`src/rtl/psg_write_sequencer.sv`:
```
// Host-side write sequencer for the SN76489-style PSG core. Commands are queued in a
// small FIFO and expanded into latch/data bus bytes, each strobed with a ready handshake.
module psg_write_sequencer #(
    parameter int FIFO_DEPTH = 4,
    parameter int TIMEOUT    = 255
) (
    input  logic                          clock_i,
    input  logic                          res_i,
    input  logic                          cmd_valid_i,
    output logic                          cmd_ready_o,
    input  logic [1:0]                    cmd_chan_i,
    input  logic                          cmd_vol_i,
    input  logic [9:0]                    cmd_data_i,
    output logic                          psg_ce_n_o,
    output logic                          psg_we_n_o,
    output logic [7:0]                    psg_d_o,
    input  logic                          psg_ready_i,
    output logic                          busy_o,
    output logic [$clog2(FIFO_DEPTH):0]   fifo_level_o,
    output logic                          err_timeout_o
);

    localparam int AW = $clog2(FIFO_DEPTH);
    localparam int LW = AW + 1;
    localparam logic [LW-1:0] FULL_LVL = LW'(FIFO_DEPTH);
    localparam logic [15:0]   TMO_M1   = 16'(TIMEOUT - 1);

    typedef struct packed {
        logic [1:0] chan;
        logic       vol;
        logic [9:0] data;
    } cmd_t;

    typedef enum logic [2:0] {
        ST_IDLE,
        ST_STROBE,
        ST_WAIT_LO,
        ST_WAIT_HI,
        ST_GAP
    } state_t;

    cmd_t            mem_q [FIFO_DEPTH];
    logic [AW-1:0]   wptr_q, rptr_q;
    logic [LW-1:0]   level_q, level_d;
    logic            ready_q, busy_q;
    logic            push, pop, idle_next;

    state_t          state_q;
    logic            strobe_n_q;
    logic [7:0]      d_q, byte2_q;
    logic            pend_q, err_q;
    logic [15:0]     timer_q;

    cmd_t            head;
    logic [7:0]      b0, b1;
    logic            has2;

    assign push = cmd_valid_i & ready_q;
    assign pop  = (state_q == ST_IDLE) && (level_q != '0);

    // FSM lands in IDLE next cycle only from an empty IDLE or a GAP with no byte pending
    assign idle_next = ((state_q == ST_IDLE) && (level_q == '0)) ||
                       ((state_q == ST_GAP) && !pend_q);

    always_comb begin
        level_d = level_q;
        if (push && !pop)
            level_d = level_q + LW'(1);
        else if (!push && pop)
            level_d = level_q - LW'(1);
    end

    always_ff @(posedge clock_i) begin
        if (push)
            mem_q[wptr_q] <= '{chan: cmd_chan_i, vol: cmd_vol_i, data: cmd_data_i};
    end

    always_ff @(posedge clock_i or posedge res_i) begin
        if (res_i) begin
            wptr_q  <= '0;
            rptr_q  <= '0;
            level_q <= '0;
            ready_q <= 1'b0;
            busy_q  <= 1'b0;
        end else begin
            if (push)
                wptr_q <= wptr_q + AW'(1);
            if (pop)
                rptr_q <= rptr_q + AW'(1);
            level_q <= level_d;
            ready_q <= (level_d != FULL_LVL);
            busy_q  <= !idle_next || (level_d != '0);
        end
    end

    always_comb begin
        head = mem_q[rptr_q];
        b1   = {2'b00, head.data[9:4]};
        has2 = 1'b0;
        if (head.vol) begin
            b0 = {1'b1, head.chan, 1'b1, head.data[3:0]};
        end else if (head.chan == 2'd3) begin
            b0 = {5'b11100, head.data[2:0]};
        end else begin
            b0   = {1'b1, head.chan, 1'b0, head.data[3:0]};
            has2 = 1'b1;
        end
    end

    always_ff @(posedge clock_i or posedge res_i) begin
        if (res_i) begin
            state_q    <= ST_IDLE;
            strobe_n_q <= 1'b1;
            d_q        <= 8'h00;
            byte2_q    <= 8'h00;
            pend_q     <= 1'b0;
            err_q      <= 1'b0;
            timer_q    <= '0;
        end else begin
            err_q <= 1'b0;
            case (state_q)
                ST_IDLE: begin
                    if (level_q != '0) begin
                        d_q        <= b0;
                        byte2_q    <= b1;
                        pend_q     <= has2;
                        strobe_n_q <= 1'b0;
                        state_q    <= ST_STROBE;
                    end
                end
                ST_STROBE: begin
                    timer_q <= '0;
                    state_q <= ST_WAIT_LO;
                end
                ST_WAIT_LO, ST_WAIT_HI: begin
                    if ((state_q == ST_WAIT_LO) && !psg_ready_i) begin
                        timer_q <= '0;
                        state_q <= ST_WAIT_HI;
                    end else if ((state_q == ST_WAIT_HI) && psg_ready_i) begin
                        strobe_n_q <= 1'b1;
                        state_q    <= ST_GAP;
                    end else if (timer_q == TMO_M1) begin
                        // abort: drop any pending data byte, keep the queue intact
                        strobe_n_q <= 1'b1;
                        err_q      <= 1'b1;
                        pend_q     <= 1'b0;
                        state_q    <= ST_GAP;
                    end else begin
                        timer_q <= timer_q + 16'd1;
                    end
                end
                ST_GAP: begin
                    if (pend_q) begin
                        d_q        <= byte2_q;
                        pend_q     <= 1'b0;
                        strobe_n_q <= 1'b0;
                        state_q    <= ST_STROBE;
                    end else begin
                        state_q <= ST_IDLE;
                    end
                end
                default: state_q <= ST_IDLE;
            endcase
        end
    end

    assign cmd_ready_o   = ready_q;
    assign psg_ce_n_o    = strobe_n_q;
    assign psg_we_n_o    = strobe_n_q;
    assign psg_d_o       = d_q;
    assign busy_o        = busy_q;
    assign fifo_level_o  = level_q;
    assign err_timeout_o = err_q;

endmodule

```
`config.mk`:
```
export PLATFORM = sky130hd
export DESIGN_NAME = psg_write_sequencer
export DESIGN_NICKNAME = d
export VERILOG_FILES = /design/src/rtl/psg_write_sequencer.sv
export SDC_FILE = /design/constraint.sdc
export NUM_CORES = 1
export LEC_CHECK = 0
export BUFFER_PORTS_ARGS = -buffer_cell sky130_fd_sc_hd__buf_2
export CAP_MARGIN = 20
export CORE_UTILIZATION = 44
export DETAILED_ROUTE_END_ITERATION = 16
export HOLD_SLACK_MARGIN = 0.06
export PLACE_DENSITY_LB_ADDON = 0.2
export SYNTH_ARGS = -nofsm -noshare
export SYNTH_HDL_FRONTEND = slang
export SYNTH_SLANG_ARGS = --single-unit
```
`constraint.sdc`:
```
create_clock -name clock_i -period 3.8 [get_ports clock_i]
set_input_delay 0.76 -clock clock_i [delete_from_list [all_inputs] [get_ports clock_i]]
set_output_delay 0.76 -clock clock_i [all_outputs]
set_load 0.1 [all_outputs]
```
### Word-level counts from Yosys, hierarchy flattened

Memories as Yosys holds them, arrays and structs flattened.
Cells that the tools add are included.

| cells by class | value |
|---|---|
| $add $sub $neg | 5 |
| reduce and logical (&&, ||, !) cells | 28 |
| eq/ne operators | 16 |
| mux-type cells | 36 |
| bitwise operators | 1 |

Operators by type and width:

| kind | count |
|---|---|
| $mux W16 | 3 |
| $pmux W16 S2 | 1 |
| $mux W1 | 18 |
| $mux W3 | 6 |
| $add A16 B1 Y16 const B | 1 |
| $eq A16 B8 Y1 const B | 1 |
| $mux W8 | 2 |
| $pmux W8 S2 | 1 |
| $mux W7 | 2 |
| $ne A3 B3 Y1 const B | 4 |
| $pmux W3 S4 | 1 |
| $reduce_and A5 Y1 | 2 |
| $reduce_bool A3 Y1 | 3 |
| $ne A2 B2 Y1 const B | 4 |
| $logic_and A1 B1 Y1 | 7 |
| $eq A3 B2 Y1 const B | 2 |
| $logic_not A3 Y1 | 2 |
| $pmux W1 S3 | 2 |
| $reduce_and A3 Y1 | 2 |
| $logic_not A1 Y1 | 5 |
| $add A2 B1 Y2 const B | 2 |
| $ne A4 B4 Y1 const B | 1 |
| $reduce_and A2 Y1 | 2 |
| $reduce_bool A2 Y1 | 2 |
| 9 further kinds | 10 |

| storage, ports and cells | value |
|---|---|
| memories kept | 1 |
| logic and storage cells | 99 |
| flip-flop bits (word level) | 45 |
| output and inout bits | 16 |
| bits in writable memories | 52 |

Memories:

| memory | depth | bits a word | read ports | clocked after memory_dff | write ports | RTL line | text |
|---|---|---|---|---|---|---|---|
| mem_q | 4 | 13 | 1 | 0 | 1 | 42 | `cmd_t mem_q [FIFO_DEPTH];` |

### Depth between registers and ports, before layout

| depth | value |
|---|---|
| depth after elaboration | 7 |
| depth in mapped cells | 8 |

### Worst setup path before layout

Ideal clock, no wire load.

| timing | value |
|---|---|
| path type | register to register |
| from | register level_q[0], in the netlist fifo_level_o[0] |
| to | register busy_q, in the netlist busy_o |
| data arrival time | 2.467 ns |
| path buffers | 0 |
| setup slack | 1.209 ns |
| cell stages (with the launch flop) | 7 |
| library setup time | 0.124 ns |
| data required time | 3.676 ns |
| cells stage by stage | dfrtp_1 inv_1 ha_1 nand2b_1 a21oi_2 or4_1 a211o_1 |

| between the ends | value |
|---|---|
| cells in the longest elaborated chain, start to end | 7 |
| elaborated cells between the ends (all ways) | 15 |

RTL lines:

| item | RTL line | text |
|---|---|---|
| start: declaration | 44 | `logic [LW-1:0] level_q, level_d;` |
| start signal: assignment | 90 | `level_q <= level_d;` |
| branches (longest 6 deep; another with $sub A3 B1 Y3) | -- |  |
| $logic_or A1 B1 Y1 * | 92 | `busy_q <= !idle_next \|\| (level_d != '0);` |
| end signal: assignment | 92 |  |
| end: declaration | 45 | `logic ready_q, busy_q;` |

Every way passes the cells marked *.
A chain may end at the register's enable or synchronous reset.

### Worst setup path after layout

| timing | value |
|---|---|
| from | register state_q[2] |
| to | register timer_q[13] |

| between the ends | value |
|---|---|
| cells in the longest elaborated chain, start to end | 4 |
| elaborated cells between the ends (all ways) | 12 |

RTL lines:

| item | RTL line | text |
|---|---|---|
| start: declaration | 48 | `state_t state_q;` |
| start signal: assignment | 112 | `state_q <= ST_IDLE;` |
| start signal: assignment | 128 | `state_q <= ST_STROBE;` |
| start signal: assignment | 133 | `state_q <= ST_WAIT_LO;` |
| $eq A3 B2 Y1 (on tied branches) | 121, 136, 139 |  |
| $reduce_or A2 Y1 (tied with other cells) | 121 | `case (state_q)` |
| $ne A3 B3 Y1 (no line) (tied with other cells) | -- |  |
| $reduce_and A3 Y1 (no line) / $pmux W16 S2 (equally long branches) | -- |  |
| end signal: assignment | 149 | `timer_q <= timer_q + 16'd1;` |
| end: declaration | 52 | `logic [15:0] timer_q;` |

Parallel ways exist; a longest one is shown, timed or not.

==> impl_metrics.ini <==
[logic_synthesis]
ys_seq_area_share_pct = 60.5
synth_seq_cells = 97
synth-adder-area-share_pct = 2.53
yosys.area_share.simple_pct = 11.3
synth.avg_cell_area_um2 = 13.6
synthMuxAreaShare_pct = 10.9
synth_nets = 354
yosysWarnings = 0
synth_cell_types = 55
netlist_area_um2 = 4450
synth_top_family_by_area = simple AND/OR/NAND/NOR gates
synthArstFlopShare_pct = 46.4
synth_xor_area_share_pct = 0.985
synth-edff-count = 52
synth_ff_type = edfxtp_1
postSynthCellCount = 328
synth_compound_area_share_pct = 10.6

[global_route]
grt_first_pass_wirelength_um = 13900
grt-ovfl-total = 0
grt_use_total_pct = 17.8
grt_busiest_layer = met2
grtUsageMet3_pct = 3.25
met1_usage_pct = 25.6
grt_pass1_vias = 2712
gr-usage-met2_pct = 27.8
grt_max_degree = 46
antenna_found_initial = 0

[floorplan]
fp.dieArea_um2 = 10500
core_um2 = 9770
die_y_um = 103
fp.dieW_um = 103
ios = 33
rows = 36
start_util_pct = 45.5

[pwr]
leakage_nw = 1.94
ir_drop_mv = 0.482
powerDensity_nw_per_um2 = 806

[sta]
slew_violations = 0
fin_setup_tns_ps = 0
hold_slack_ps = 379
clock_skew_ps = 7.60
post-route-min-period_ps = 2460
period_share_pct = 64.8
slew_headroom_pct = 28.2
max_freq_mhz = 406
hold_viol = 0
rsz0062_at_grt = false
setup_viol = 0
worst_pin_slew_ps = 1070

[clocking]
postCtsSetupBuffers = 0
cts_resized = 0
cts_buffers = 9
path_clk_slew_ps = 100
cts_hold_repair.buffers = 0
cts_tree = yes
h-tree-depth = 3
cts-root-buf = clkbuf_8
cts.sinks = 97
clk_latency_ps = 360
cts_buffer_depth = 2

[worst_setup_path]
cpPeakStageDelay_ps = 910
critPathArrivalTime_ps = 2710
cp_max_fo = 18
cp-startpoint = state_q[2]
critPathLaunchType = flip-flop
cp_slowest_cell = nor2_1
crit_path_end_kind = flip-flop
required_ps = 4050
criticalPathCategory = flip-flop to flip-flop
crit_family = simple AND/OR/NAND/NOR gates
crit_chain = nand2b_1 > nor2_1 > a2111oi_0 > a221o_1
crit_buf_inv = 0
reg2reg_from = state_q[2]

[detailed_routing]
routedWlPerCell_um = 17.4
via_per_inst = 5.64
drtIter0Drc = 113
drt-pass1-iter-count = 4
drc = 0
detail-route-antenna-nets = 0
routed_wirelength_um = 8630
vias = 2793

[finish]
multi_input_area_um2 = 1620
n_fill_cell = 870
diodes = 0
drive_gt1_share_pct = 22.4
fin_area_um2 = 4920
syn_to_final_growth_pct = 10.7
seq_area_um2 = 2690
num-nets-final = 383

[min_path]
min_path_type = input pin to async pin

[run]
drv_cap = 0

[run_status]
status = finished clean

[placed_design]
place_area_um2 = 4700
globalplace.congestion = 0.857
port_buffers = 32
dp_hpwl_um = 5710
==> synth_stat cells (3+ instances only) <==
cell type,n,area share [%]
mux2i_1,7,1.6
mux2_2,9,2.3
or4_1,3,0.51
xnor2_1,5,0.98
nand2b_1,3,0.42
a22o_1,4,0.79
a211oi_1,9,1.5
nand3_1,5,0.56
o22ai_1,6,0.84
a2111oi_0,4,0.79
nand2_1,19,1.6
and4_1,3,0.59
nand4_1,10,1.4
dfrtp_1,44,25
o21ai_0,12,1.4
a211o_1,5,0.98
edfxtp_1,52,35
clkbuf_1,6,0.51
nor2_1,10,0.84
ha_1,9,2.5
nor3_1,5,0.56
a221o_1,3,0.68
or3_1,3,0.42
inv_1,14,1.2
mux4_2,13,6.6
and3_1,13,1.8
a21oi_1,6,0.68
nor4_1,4,0.56
buf_2,9,1.0
==> cell families after synthesis <==
logic type      after synthesis
simple gates                 90
compound gates               65
mux                          30
fa+ha+maj                     9
buf+inv                      32
xor+xnor                      5
flops                        97
==> layer usage <==
layer  up-vias  wire length [um]
met3         9               216
met1      1409              4300
met4         0                99
li1       1335                 -
met2        40              4010
met5         -                 0
==> cell type report <==
cell class              instances  area share [%]
clock buffers                   9            2.52
clock inverters                 7            1.55
inverters                      15            1.14
multi-input cells             199            32.8
flip-flops and latches         97            54.6
well taps                     133            3.38
repair buffers                 35            3.97
==> flip-flops by register name (all words and copies together), names as in the netlist <==
| register | flops |
|---|---|
| busy_o | 1 |
| byte2_q | 6 |
| cmd_ready_o | 1 |
| err_timeout_o | 1 |
| fifo_level_o | 3 |
| mem_q | 52 |
| pend_q | 1 |
| psg_ce_n_o | 1 |
| psg_d_o | 8 |
| rptr_q | 2 |
| state_q | 3 |
| timer_q | 16 |
| wptr_q | 2 |
==> where the power goes <==
| part | switching [mW] | internal [mW] | leakage, nW | total [mW] |
|---|---|---|---|---|
| logic | 1.11 | 0.570 | 0.793 | 1.68 |
| registers | 0.219 | 1.38 | 1.04 | 1.60 |
| clock network | 0.382 | 0.312 | 0.102 | 0.693 |
| total | 1.71 | 2.26 | 1.94 | 3.97 |
==> placed cells by master (no fill, tap or decap), drive strengths merged, types with 3 or more instances in the layout <==
cell type and instances:
a2111oi 4, a211o 5, a211oi 9, a21oi 7, a221o 3, a22o 4
and3 13, and4 3, buf 35, clkbuf 9, dfrtp 44, edfxtp 52
ha 9, inv 18, mux2 9, mux2i 8, mux4 13, nand2 19
nand2b 3, nand3 5, nand4 10, nor2 11, nor3 6, nor4 4
o21ai 14, o22ai 6, or3 3, or4 3, xnor2 5
==> per-stage QoR <==
stage	total power [mW]	instances	utilization (%)	worst slack (ps)
after floorplan	2.97	328	-	1210
after global placement	3.28	478	48.1	1340
after detailed placement	3.31	478	48.1	1250
after CTS	4.00	494	50.2	1350
after global routing	4.19	495	50.4	1080
final	3.97	495	50.4	1340
==> path summary, 6_finish.rpt <==
check                                   to  slack (ps)  depth (start not counted)
setup / recovery               timer_q[13]        1340                          4
hold / removal             fifo_level_o[1]         380                          2
setup reg to reg               timer_q[13]        1340                          4
hold reg to reg                 psg_d_o[1]         480                          2
max in group asynchronous       psg_ce_n_o        2860                          3
min in group clock_i            psg_d_o[1]         480                          2
No activity file was read; power rests on OpenSTA's default activity.
